$ cat config.mk
export PLATFORM = sky130hd
export DESIGN_NAME = mix_column_scheduler
export DESIGN_NICKNAME = d
export VERILOG_FILES = /design/src/rtl/mix_column_scheduler.sv
export SDC_FILE = /design/constraint.sdc
export NUM_CORES = 1
export LEC_CHECK = 0
export CAP_MARGIN = 10
export CORE_ASPECT_RATIO = 0.9
export CORE_MARGIN = 5
export CORE_UTILIZATION = 40
export CTS_CLUSTER_SIZE = 28
export DETAILED_ROUTE_END_ITERATION = 7
export PLACE_DENSITY = 0.67
export SLEW_MARGIN = 0
export SYNTH_ARGS = -nofsm -noshare
export SYNTH_HDL_FRONTEND = slang
export SYNTH_SLANG_ARGS = --single-unit
$ cat constraint.sdc
create_clock -name clk -period 2.4 [get_ports clk]
set_input_delay 0.48 -clock clk [delete_from_list [all_inputs] [get_ports clk]]
set_output_delay 0.48 -clock clk [all_outputs]
set_load 0.01 [all_outputs]
$ cat src/rtl/mix_column_scheduler.sv
// Column scheduler for a shared pipelined MixColumns unit.
// Splits a 128-bit state into columns, tracks them, reassembles.
module mix_column_scheduler #(
  parameter int WORD_SIZE  = 32,
  parameter int BYTE_SIZE  = 8,
  parameter int MC_LATENCY = 4
) (
  input  logic                   clk,
  input  logic                   rst_n,
  input  logic                   in_valid,
  output logic                   in_ready,
  input  logic [4*WORD_SIZE-1:0] in_state,
  input  logic                   in_bypass,
  output logic [WORD_SIZE-1:0]   col_out,
  input  logic [WORD_SIZE-1:0]   col_in,
  output logic                   out_valid,
  input  logic                   out_ready,
  output logic [4*WORD_SIZE-1:0] out_state,
  output logic                   busy
);

  localparam int COL_BYTES = WORD_SIZE / BYTE_SIZE;
  localparam int COL_STEP  = COL_BYTES * BYTE_SIZE;

  typedef enum logic [1:0] {
    IDLE  = 2'd0,
    FEED  = 2'd1,
    DRAIN = 2'd2,
    HOLD  = 2'd3
  } state_e;

  state_e                 st_q;
  logic [1:0]             k_q;
  logic [2:0]             cap_q;
  logic [4*WORD_SIZE-1:0] data_q;
  logic [4*WORD_SIZE-1:0] out_q;
  logic                   tag_v_q [MC_LATENCY];
  logic [1:0]             tag_i_q [MC_LATENCY];

  logic                   cap_en;
  logic [1:0]             cap_idx;

  assign cap_en    = tag_v_q[MC_LATENCY-1];
  assign cap_idx   = tag_i_q[MC_LATENCY-1];
  assign in_ready  = (st_q == IDLE);
  assign out_valid = (st_q == HOLD);
  assign busy      = (st_q != IDLE);
  assign out_state = out_q;

  // Drive the current column only while feeding; zero keeps the unit quiet.
  always_comb begin
    col_out = '0;
    if (st_q == FEED)
      col_out = data_q[COL_STEP*(3-int'(k_q)) +: WORD_SIZE];
  end

  // Sequencer, tag pipeline and result reassembly.
  always_ff @(posedge clk or negedge rst_n) begin
    if (!rst_n) begin
      st_q   <= IDLE;
      k_q    <= '0;
      cap_q  <= '0;
      data_q <= '0;
      out_q  <= '0;
      for (int i = 0; i < MC_LATENCY; i++) begin
        tag_v_q[i] <= 1'b0;
        tag_i_q[i] <= '0;
      end
    end else begin
      tag_v_q[0] <= (st_q == FEED);
      tag_i_q[0] <= k_q;
      for (int i = 1; i < MC_LATENCY; i++) begin
        tag_v_q[i] <= tag_v_q[i-1];
        tag_i_q[i] <= tag_i_q[i-1];
      end
      if (cap_en) begin
        out_q[COL_STEP*(3-int'(cap_idx)) +: WORD_SIZE] <= col_in;
        cap_q <= cap_q + 3'd1;
      end
      unique case (st_q)
        IDLE: begin
          if (in_valid) begin
            data_q <= in_state;
            k_q    <= '0;
            cap_q  <= '0;
            if (in_bypass) begin
              out_q <= in_state;
              st_q  <= HOLD;
            end else begin
              st_q  <= FEED;
            end
          end
        end
        FEED: begin
          k_q <= k_q + 2'd1;
          if (k_q == 2'd3)
            st_q <= DRAIN;
        end
        DRAIN: begin
          if (cap_en && cap_q == 3'd3)
            st_q <= HOLD;
        end
        HOLD: begin
          if (out_ready)
            st_q <= IDLE;
        end
      endcase
    end
  end

endmodule

After elaboration in Yosys (flattened, before gate mapping) --
Cells that the tools add are included.
Storage, ports and cells: bits in registers 275, logic and storage cells 54, input port bits 165
Cells by class: equality and inequality tests 9, shift-type cells 3, mux-type cells 17, reduce and logical (&&, ||, !) cells 7, $add $sub $neg 5
Operators with widths (count):
- two-way mux 128 bit | 4
- bitwise mux 128 bit | 1
- variable shift 32 x 33 -> 128 bit (first input constant) | 1
- indexed part select 128 x 8 -> 32 bit | 1
- indexed part select 32 x 33 -> 128 bit | 1
- negation 8 -> 33 bit | 1
- two-way mux 32 bit | 1
- two-way mux 2 bit | 6
- two-way mux 3 bit | 3
- case mux 2 bit (4 select lines) | 1
- equality test 2 bit (second input constant) | 3
- subtractor 2 x 2 -> 3 bit (first input constant) | 2
- inequality test 2 x 1 -> 1 bit (second input constant) | 2
- inequality test 2 bit (second input constant) | 2
- case mux 2 bit (2 select lines) | 1
- AND reduction 2 bit | 2
- AND reduction 4 bit | 1
- nonzero test 2 bit | 2
- adder 3 x 1 -> 3 bit (second input constant) | 1
- equality test 3 x 2 -> 1 bit (second input constant) | 1
- adder 2 x 1 -> 2 bit (second input constant) | 1
- equality test 2 x 1 -> 1 bit (second input constant) | 1
- logical NOT 2 bit | 1
- logical AND 1 bit | 1

Depth between registers and ports, before layout --
Gate-level depths: netlist (run 1).
word-level depth 8, mapped depth 9, depth with buffers taken out 5

Least setup slack after synthesis (run 1) --
No wires, ideal clock.
path type register to register, start register tag_i_q, in the netlist cap_idx[0], end register out_q[10], in the netlist out_state[10], cell stages (with the launch flop) 10, path buffers 4, setup slack 0.319 ns, arrival 1.944 ns, clock period less this slack 2.081 ns, cell sequence dfrtp_1 > buf_2 > clkbuf_1 > inv_1 > ha_1 > and4b_1 > buf_2 > buf_4 > a32oi_1 > a21oi_1
On the way: longest elaborated chain between the ends 8
RTL lines:
- start: declaration | line 38 | logic [1:0] tag_i_q [MC_LATENCY];
- start signal: indexed assignment | line 74 | tag_i_q[i] <= tag_i_q[i-1];
- subtractor 2 x 2 -> 3 bit (*) | line 77 | out_q[COL_STEP*(3-int'(cap_idx)) +: WORD_SIZE] <= col_in;
- negation 8 -> 33 bit (*) | line 77
- indexed part select 32 x 33 -> 128 bit / variable shift 32 x 33 -> 128 bit (equally long branches) | line 77
- bitwise mux 128 bit (*) | line 77
- two-way mux 128 bit (*) | line 76 | if (cap_en) begin
- two-way mux 128 bit | line 86 | if (in_bypass) begin
- two-way mux 128 bit | line 82 | if (in_valid) begin
- two-way mux 128 bit (*) | line 80 | unique case (st_q)
- end signal: indexed assignment | line 77
- end signal: assignment | line 87 | out_q <= in_state;
- end: declaration | line 36 | logic [4*WORD_SIZE-1:0] out_q;
Every way passes the cells marked *; elsewhere a longest branch is shown, timed or not. A chain may end at the register's enable or synchronous reset.

Worst setup path in the final report (run 1) --
start register k_q[0], end output port col_out[22]
On the way: longest elaborated chain between the ends 3
RTL lines:
- start: declaration | line 33 | logic [1:0] k_q;
- start signal: assignment | line 95 | k_q <= k_q + 2'd1;
- subtractor 2 x 2 -> 3 bit | line 54 | col_out = data_q[COL_STEP*(3-int'(k_q)) +: WORD_SIZE];
- indexed part select 128 x 8 -> 32 bit | line 54
- two-way mux 32 bit | line 53 | if (st_q == FEED)
- end: declaration | line 14 | output logic [WORD_SIZE-1:0] col_out,
No other way between the ends.

==> results.md, run 1 <==
* Vias in the first global route at 11.18k
* CTS Sinks at roughly 280
* H-Tree Depth at 1
* Max IR drop VDD at 0.0006422 V
* Max Cap Violations at 0
* Worst-path clk slew at 0.06 ns
* Number of buffers created by CTS at 31
* Syn_nets at 1285
* HP Class: reg2reg
* DRC viols at 0
* Max frequency at 391.7 MHz
* Gr usage total at 25.43%
* Fin Setup TNS at -3.475 ns
* Ys Warns at 0
* Crit-path max FO at 4
* Status: finished, violations left
* Worst setup EP type: output pin
* Failing checks: setup timing
* Most used cell, CP: buf_12
* DIE AREA at 35680 µm²
* Pre-CTS WS at 0.08392 ns
* Critical path class: reg2out
* Worst slew margin at 54.97%
* Pleak at 7.424 nW
* Post-DR wirelength/cell at 24.71 µm
* Post-route setup slack at -0.1531 ns
* Post-layout util at 57.00%
* Post-DP HPWL at 31480 µm
* Avg Inst Size Synth at roughly 12 µm²
* Sequential element share of the synthesized area at a little over half
* Root buf cell: clkbuf_16
* Slowest CP cell: mux4_2
* Multi-input logic area at 5444 µm²
* Core area at 31730 µm²
* I/O pins at 328
* DRT Pass-1 Iters at 5
* Worst skew pair latency at 0.55 ns
* Layout area overhead at 41.29%
* Max stage delay on crit path at 0.48 ns
* Setup violators final at 32
* Worst EP required at 1.92 ns
* Post-route ant nets at 0
* Worst slew pin tran at 0.6754 ns
* CP arrival at 2.07 ns
* Initial antenna violation count at 1
* Die X at about 200 µm
* Clk_skew at 0.008775 ns
* CP startpoint kind: flip-flop
* Crit share post-route at 106.4%
* GRT overflow at 0
* Max clock buf depth at 3
* Proportion of layout cells with a drive suffix above 1 at 24.71%
* RSZ-0062 raised after global routing: yes
* Unique cell type count in the Yosys netlist at 32
* Placer Congestion at 0.8718
* Starting Density at slightly above 40%
* Die Span Y at 179.7 µm
* Hold Fails Final Rpt at 0
* Syn Inst Count at ~1.1k
* Synth Cell Area at 12800 µm²
* Largest net degree at the start of global routing at 74
* Seq cells post-synth at between 200 and 300
* CTS tree: built
* Pwr Density at 1407 nW/µm²
* First-pass GRT wire length at roughly 71000 µm
* Core Rows at 62
* Pins Over Slew Limit at 0
* Count of input and output buffers at 327
* Iteration-0 DRC count of the detailed router at roughly 840
* Total wire length at around 46000 µm
* Fin crit period at 2.553 ns
* Register area at 6885 µm²
* Fin nets at 1610
* Worst path cell trace: buf_6 > buf_12 > buf_12 > mux4_2 > and2_1 > buf_2
* Drt via density at roughly 5.7
* Routed vias at about 11k
* Filler cells at 2622
metrics by stage:
step | hold WS (ns) | power [mW] | cell area (µm²) | cells
4_1_cts | 0.3496 | 25.43 | 18000 | 1872
6_report | 0.3470 | 25.44 | 18080 | 1874
3_5_place_dp | 0.3346 | 20.17 | 16800 | 1800
2_1_floorplan | 0.1844 | 14.31 | 12800 | 1108
3_3_place_gp | 0.3327 | 19.89 | 16800 | 1800
5_1_grt | 0.3575 | 26.85 | 18080 | 1874
what timing repair did:
| item | CTS | global route |
|---|---|---|
| resized for setup | 161 | 28 |
| setup buffers | 11 | 4 |
| hold buffers | 1 | 0 |
| setup endpoints to repair | 32 | 54 |
| endpoints found under the hold margin | 34 | 0 |
| pin swaps | 30 | 3 |
| cloned | 3 | 0 |
layout by cell type (no fill, tap or decap), types with 2 or more instances in the layout:
cell and n:
a21oi_1 224, a32oi_1 33, and2_1 11, and2_4 21, buf_12 27, buf_2 11
buf_4 38, buf_6 26, bufinv_16 2, clkbuf_1 6, clkbuf_16 31, clkbuf_8 9
clkdlybuf4s50_1 293, clkinv_2 8, dfrtp_1 272, dfrtp_2 3, ha_1 7, ha_2 5
inv_1 8, mux2_2 128, mux2i_1 4, mux4_2 32, nand2_1 4, nand2_2 4
nand4_1 64, nand4b_1 30, nor2_1 128, nor2b_1 4, o31ai_1 2
kinds of logic (layout without fill, tap and decap cells):
family	Yosys count	after routing	share of synthesized area [%]
AOI/OAI and AO/OA	263	263	11.54
xor gates and xnor gates	1	1	0.06845
adders and majority gates	12	12	1.173
buffers and inverters	115	464	4.702
DFF	275	275	53.77
muxes	164	164	17.21
other	0	1	0
and+or+nand+nor	278	278	11.55
per-layer routing:
layer	wire (µm)	GRT usage (%)
met5	0	0
met4	1408	7.412
met3	3623	5.148
met2	21480	39.64
met1	19790	36.25
state kept, by name (all words and copies together) (netlist names):
signal	count
out_state	128
cap_idx	2
cap_q	3
k_q	2
tag_i_q	6
tag_v_q	3
data_q	128
st_q	2
cap_en	1
worst paths after layout:
path	startpoint	endpoint	slack, ns	cells past startpoint
worst max register to register	cap_idx[0]	out_state[7]	0.26	5
worst min-delay path	tag_i_q[5]	tag_i_q[3]	0.35	0
worst min register to register	tag_i_q[5]	tag_i_q[3]	0.35	0
max in group asynchronous	rst_n	cap_q[1]	1.17	4
min in group asynchronous	rst_n	out_state[23]	0.41	2
worst max-delay path	k_q[0]	col_out[22]	-0.15	6
critical path: cells and delay by family (launching register included):
family,cells,cell delay [ns]
flops,1,0.37
buf+inv,4,0.53
simple gates,1,0.15
mux,1,0.48
power breakdown:
part	switching [mW]	leakage, nW	internal, mW
clock	1.92	0.514	2.85
combinational	5.67	3.64	6.61
sequential	1.35	3.27	7.03
total	8.95	7.42	16.5
synth_stat cells:
library cell    n  area, µm²
dfrtp_1       275       6882
a21oi_1       224       1121
nor2_1        129      484.2
mux2_2        128       1441
nand4_1        64      400.4
buf_2          46      230.2
clkbuf_1       34      127.6
a32oi_1        33      289.0
and2_1         32      200.2
mux4_2         32      720.7
nand4b_1       30      262.8
buf_4          20      150.1
ha_1           12      150.1
nand2_1         9      33.78
inv_1           8      30.03
buf_6           5      56.30
nor2b_1         5      31.28
mux2i_1         4      40.04
and3_1          2      12.51
buf_1           2      7.510
nand3_1         2      10.01
o31ai_1         2      15.01
a2111oi_4       1      27.53
a221oi_1        1      8.760
and2b_1         1      7.510
and3b_1         1      8.760
and4b_1         1      10.01
nor3_2          1      10.01
o21ai_1         1      5.000
o32a_1          1      10.01
or2_2           1      6.260
xnor2_1         1      8.760
cell type report:
class / count / area share, %
tap: 416 / 2.878
clock inverter: 11 / 0.5950
multi-input combinational: 718 / 30.10
sequential: 275 / 38.08
antenna: 1 / 0.01384
inverter: 8 / 0.1661
timing repair buffer: 399 / 23.07
clock buffer: 46 / 5.099
Power figures use the tool's default switching activity.
==> inputs of run 2 (changes only) <==
CTS_BUF_LIST = sky130_fd_sc_hd__clkbuf_8   (was default)
==> results.md, run 2 (synthesis gave the netlist of run 1 again) <==
* Proportion of layout cells with a drive suffix above 1 at 25.49% (+0.78 points)
* Max Cap Violations at 0 (unchanged)
* Gr usage total at 25.77% (+0.34 points)
* Hold Fails Final Rpt at 0 (unchanged)
* Switch share at 36.17% (+0.99 points)
* Design area at 17990 µm² (-0.50%)
* Commonest cells after routing, fill and taps aside: 293 x clkdlybuf4s50_1, 272 x dfrtp_1, 224 x a21oi_1
* Max IR drop VDD at 0.0005441 V (-15%)
* Initial antenna violation count at 1 (unchanged)
* Layout area overhead at 40.58%
* Crit-path max FO at 6 (+2)
* Fin nets at 1627 (+1.1%)
* Post-layout util at 56.71% (-0.29 points)
* Placer Congestion at 0.8718 (unchanged)
* Number of buffers created by CTS at 48 (+55%)
* Worst setup EP type: output pin
* Post-route setup slack at -0.2672 ns (-0.1141 ns)
* P_sw at 9.039 mW (+1.0%)
* Max frequency at 374.9 MHz (-4.3%)
* Worst slew margin at 55.75% (+0.78 points)
* Reg power frac at 33.6% (+0.7 points)
* DRT Pass-1 Iters at 6 (+1)
* Crit share post-route at 111.1% (+4.8 points)
* Pwr Density at 1389 nW/µm² (-1.3%)
* Failing checks: setup timing
* CP arrival at 2.19 ns (+0.12 ns)
* Fin Setup TNS at -5.347 ns (-1.872 ns)
* CP startpoint kind: flip-flop
* CTS tree: built
* Status: finished, violations left
* I/O pins at 328 (unchanged)
* Setup violators final at 32 (unchanged)
* Iteration-0 DRC count of the detailed router at 753 (-10%)
* Worst-path clk slew at 0.06 ns (about the same)
* Root buf cell: clkbuf_8
* Largest net degree at the start of global routing at 74 (unchanged)
* First-pass GRT wire length at 71130 µm (+0.85%)
* Routed vias at 10.89k (+2.2%)
* GRT overflow at 0 (unchanged)
* Max clock buf depth at 3 (unchanged)
* Starting Density at 40.34% (unchanged)
* Critical path class: reg2out
* Commonest non-fill, non-tap cell in the layout: clkdlybuf4s50_1
* RSZ-0062 raised after global routing: yes
* Area after DPL at 16800 µm² (unchanged)
* HP Class: reg2reg
* Die Span Y at 179.7 µm (unchanged)
* Die X at 198.6 µm (unchanged)
* Worst slew pin tran at 0.6637 ns (-0.01173 ns)
* Worst skew pair latency at 0.59 ns (+0.04 ns)
* Logic pwr share at 49.7% (+1.4 points)
* Total wire length at 46950 µm (+1.4%)
* Vias in the first global route at 11.39k (+1.8%)
* Int Pwr at 15.95 mW (-3.3%)
* Drt via density at 5.757 (+1.2%)
* Post-DP HPWL at 31480 µm (unchanged)
* Pins Over Slew Limit at 0 (unchanged)
* DIE AREA at 35680 µm² (unchanged)
* Clk_skew at 0.02291 ns (+0.01413 ns)
* Clock power frac at 16.7% (-2.1 points)
* Count of input and output buffers at 327 (unchanged)
* Post-route ant nets at 0 (unchanged)
* Core area at 31730 µm² (unchanged)
* Post-DR wirelength/cell at 24.82 µm (+0.44%)
* Pleak at 7.428 nW (about the same)
* Pre-CTS WS at 0.08392 ns (unchanged)
* DRC viols at 0 (unchanged)
* CTS Sinks at 275 (unchanged)
* Fin crit period at 2.667 ns (+0.1141 ns)
* Worst EP required at 1.92 ns (about the same)
* H-Tree Depth at 2 (+1)
* Core Rows at 62 (unchanged)
## run 2: per-stage QoR
stage	hold slack (ns)	total power, mW	std cells
floorplan	0.1844	14.31	1108
global placement	0.3327	19.89	1800
detailed placement	0.3346	20.17	1800
CTS	0.3372	24.86	1892
global route	0.3517	26.37	1892
finish	0.3440	24.99	1892
## run 2: metal layers
layer / GRT usage, % / part of all wire [%] / wire [µm] / vias to the layer above
met5: 0 / 0 / 0 / -
met2: 39.42 / 46 / 21450 / 513
met1: 35.98 / 42 / 19800 / 5519
li1: - / - / - / 4750
met3: 6.046 / 8.3 / 3904 / 111
met4: 9.546 / 3.8 / 1803 / 0
## run 2: power groups by stage
stage / clock network, mW / registers (mW) / logic (mW)
global route: 4.48 / 8.67 / 13.2
CTS: 4.28 / 8.37 / 12.2
floorplan: 0 / 8.53 / 5.77
detailed placement: 0 / 8.44 / 11.7
finish: 4.18 / 8.39 / 12.4
global placement: 0 / 8.34 / 11.6
## run 2: repair_timing
action	in CTS	in global routing
gates cloned	3	0
resized for setup	160	39
setup buffers	13	2
endpoints found under the setup margin	33	48
pin swaps	30	3
hold buffers	1	0
hold endpoints to repair	34	0
## run 2: path summary, 6_finish.rpt
kind                       startpoint       endpoint  slack (ns)  depth (start not counted)
min in group asynchronous       rst_n  out_state[23]        0.38                          2
max in group asynchronous       rst_n       cap_q[2]        1.19                          4
hold / removal             tag_i_q[2]     cap_idx[0]        0.34                          0
hold reg to reg            tag_i_q[2]     cap_idx[0]        0.34                          0
setup reg to reg           cap_idx[0]   out_state[7]        0.24                          5
setup / recovery               k_q[0]     col_out[1]       -0.27                          7
## run 2: layout make-up
cell class	instances	area (µm²)
Fill cell	2623	13740
Sequential cell	275	6885
Multi-Input combinational cell	718	5456
Timing Repair Buffer	399	4202
Clock buffer	57	784.5
Tap cell	416	520.5
Clock inverter	18	111.4
Inverter	8	30.03
Antenna cell	1	2.502
## run 2: critical path: stages, from the launching register on
cell,delay (ns)
dfrtp_2,0.42
buf_6,0.13
buf_6,0.12
buf_12,0.14
buf_12,0.12
mux4_2,0.40
and2_4,0.15
buf_6,0.11
==> inputs of run 3 (changes only) <==
CORE_MARGIN = default   (was 5)
REMOVE_ABC_BUFFERS = 1   (was default)
==> results.md, run 3 (synthesis gave the netlist of run 1 again) <==
* Fin nets at 1624 (-0.18%)
* RSZ-0062 raised after global routing: yes
* DRT Pass-1 Iters at 5 (-1)
* CP startpoint kind: flip-flop
* Max clock buf depth at 3 (unchanged)
* Routed vias at 10.84k (-0.47%)
* Max IR drop VDD at 0.0006974 V (+28%)
* Max Cap Violations at 0 (unchanged)
* CP arrival at 2.17 ns (-0.02 ns)
* Clk_skew at 0.02548 ns (+0.002569 ns)
* Top delay family on crit path: flip-flops
* Die X at 190.6 µm (-4.0%)
* Worst-path clk slew at 0.07 ns (about the same)
* Fin Setup TNS at -4.661 ns (+0.6861 ns)
* Core Rows at 61 (-1.6%)
* Post-route setup slack at -0.2473 ns (+0.01987 ns)
* Crit-path max FO at 6 (unchanged)
* CTS tree: built
* Worst path cell trace: buf_12 > buf_12 > buf_6 > mux4_2 > and2_4 > buf_6
* WP buf/inv at 4 (-1)
* Filler cells at 2687 (+2.4%)
* Vias in the first global route at 11.25k (-1.2%)
* Core area at 31220 µm² (-1.6%)
* Commonest non-fill, non-tap cell in the layout: clkdlybuf4s50_1
* I/O pins at 328 (unchanged)
* Proportion of layout cells with a drive suffix above 1 at 25.74% (+0.25 points)
* Layout area overhead at 41.07%
* Placed Instances at 1791 (-0.50%)
* Largest net degree at the start of global routing at 72 (-2.7%)
* Slowest CP cell: dfrtp_4
* Setup violators final at 32 (unchanged)
* Iteration-0 DRC count of the detailed router at 814 (+8.1%)
* Placer Congestion at 0.8184 (-6.1%)
* Max frequency at 377.7 MHz (+0.75%)
* Hold Worst Slack at 0.3466 ns (+0.002588 ns)
* HP Class: reg2reg
* DRC viols at 0 (unchanged)
* Failing checks: setup timing
* Pins Over Slew Limit at 0 (unchanged)
* Hold Fails Final Rpt at 0 (unchanged)
* Post-DP HPWL at 29550 µm (-6.1%)
* Critical path class: reg2out
* Worst setup EP type: output pin
* Die Span Y at 171.7 µm (-4.5%)
* Drt via density at 5.724 (-0.57%)
* Worst slew margin at 59.89% (+4.1 points)
* Number of buffers created by CTS at 49 (+2.1%)
* Post-route ant nets at 0 (unchanged)
* Commonest cells after routing, fill and taps aside: 293 x clkdlybuf4s50_1, 272 x dfrtp_1, 224 x a21oi_1
* First-pass GRT wire length at 68090 µm (-4.3%)
* Gr usage total at 27.94% (+2.2 points)
* Initial antenna violation count at 0 (-1)
* H-Tree Depth at 2 (unchanged)
* Status: finished, violations left
* Count of input and output buffers at 327 (unchanged)
* Total wire length at 45950 µm (-2.1%)
* Max stage delay on crit path at 0.51 ns (+0.09 ns)
* Worst skew pair latency at 0.56 ns (-0.03 ns)
* Worst slew pin tran at 0.6017 ns (-0.06204 ns)
* Worst EP required at 1.92 ns (about the same)
* DIE AREA at 32720 µm² (-8.3%)
* Starting Density at 41.00% (+0.66 points)
* Pwr Density at 1399 nW/µm² (+0.76%)
* Post-DR wirelength/cell at 24.26 µm (-2.2%)
* Pre-CTS WS at 0.01248 ns (-0.07145 ns)
* CTS Sinks at 275 (unchanged)
* Pleak at 7.497 nW (+0.94%)
* GRT overflow at 0 (unchanged)
* Crit share post-route at 110.3% (-0.83 points)
* Root buf cell: clkbuf_8
* Non-Filler Instances at 1894 (+0.11%)
* Fin crit period at 2.647 ns (-0.01987 ns)
==> run 3: changes by cell type in the layout (fill, tap and decap cells not counted), sizes merged <==
cell / before / now
dlymetal6s2s: 0 / 1
buf: 104 / 100
bufinv: 1 / 2
inv: 23 / 25
clkinv: 1 / 6
clkbuf: 57 / 62
dlygate4sd2: 1 / 0
==> run 3: layout make-up <==
type	count	area [µm²]	share of cell area [%]
antenna	1	2.502	0.01386
clock buffer	62	853.3	4.726
clock inverter	26	161.4	0.8940
inverter	8	30.03	0.1663
multi-input combinational	718	5464	30.26
sequential	275	6888	38.15
tap	409	511.7	2.834
timing repair buffer	395	4144	22.95
==> run 3: worst paths after layout <==
check	startpoint	end	slack (ns)	cells past startpoint
max	k_q[0]	col_out[13]	-0.25	6
min	tag_i_q[5]	tag_i_q[3]	0.35	0
max reg2reg	cap_idx[1]	out_state[20]	0.46	5
min reg2reg	tag_i_q[5]	tag_i_q[3]	0.35	0
max in group asynchronous	rst_n	data_q[107]	1.12	3
min in group asynchronous	rst_n	data_q[38]	0.49	2
==> run 3: metal layers <==
layer	vias to the layer above	part of all wire (%)	global-route usage (%)
met5	-	0	0
li1	4728	-	-
met2	555	46	43.27
met3	98	11	8.692
met1	5461	41	37.03
met4	0	2.5	9.600
==> run 3: where the power goes <==
| group | leakage (nW) | switching [mW] | internal [mW] |
|---|---|---|---|
| sequential | 3.27 | 1.40 | 7.03 |
| combinational | 3.64 | 5.71 | 6.61 |
| clock | 0.588 | 1.98 | 2.53 |
| total | 7.50 | 9.10 | 16.2 |
==> run 3: metrics by stage <==
stage / instance area, µm² / total power [mW] / util [%]
after floorplan: 12230 / 14.08 / -
after global placement: 16760 / 19.89 / 53.70
after detailed placement: 16760 / 20.19 / 53.70
after CTS: 17990 / 25.22 / 57.62
after global routing: 18050 / 26.60 / 57.83
final: 18050 / 25.27 / 57.84
==> run 3: repair_timing <==
item | CTS | global route
resized for setup | 167 | 30
hold buffers | 1 | 0
setup endpoints to repair | 34 | 34
cloned | 3 | 0
pin swaps | 31 | 4
hold endpoints to repair | 63 | 0
setup buffers | 12 | 2
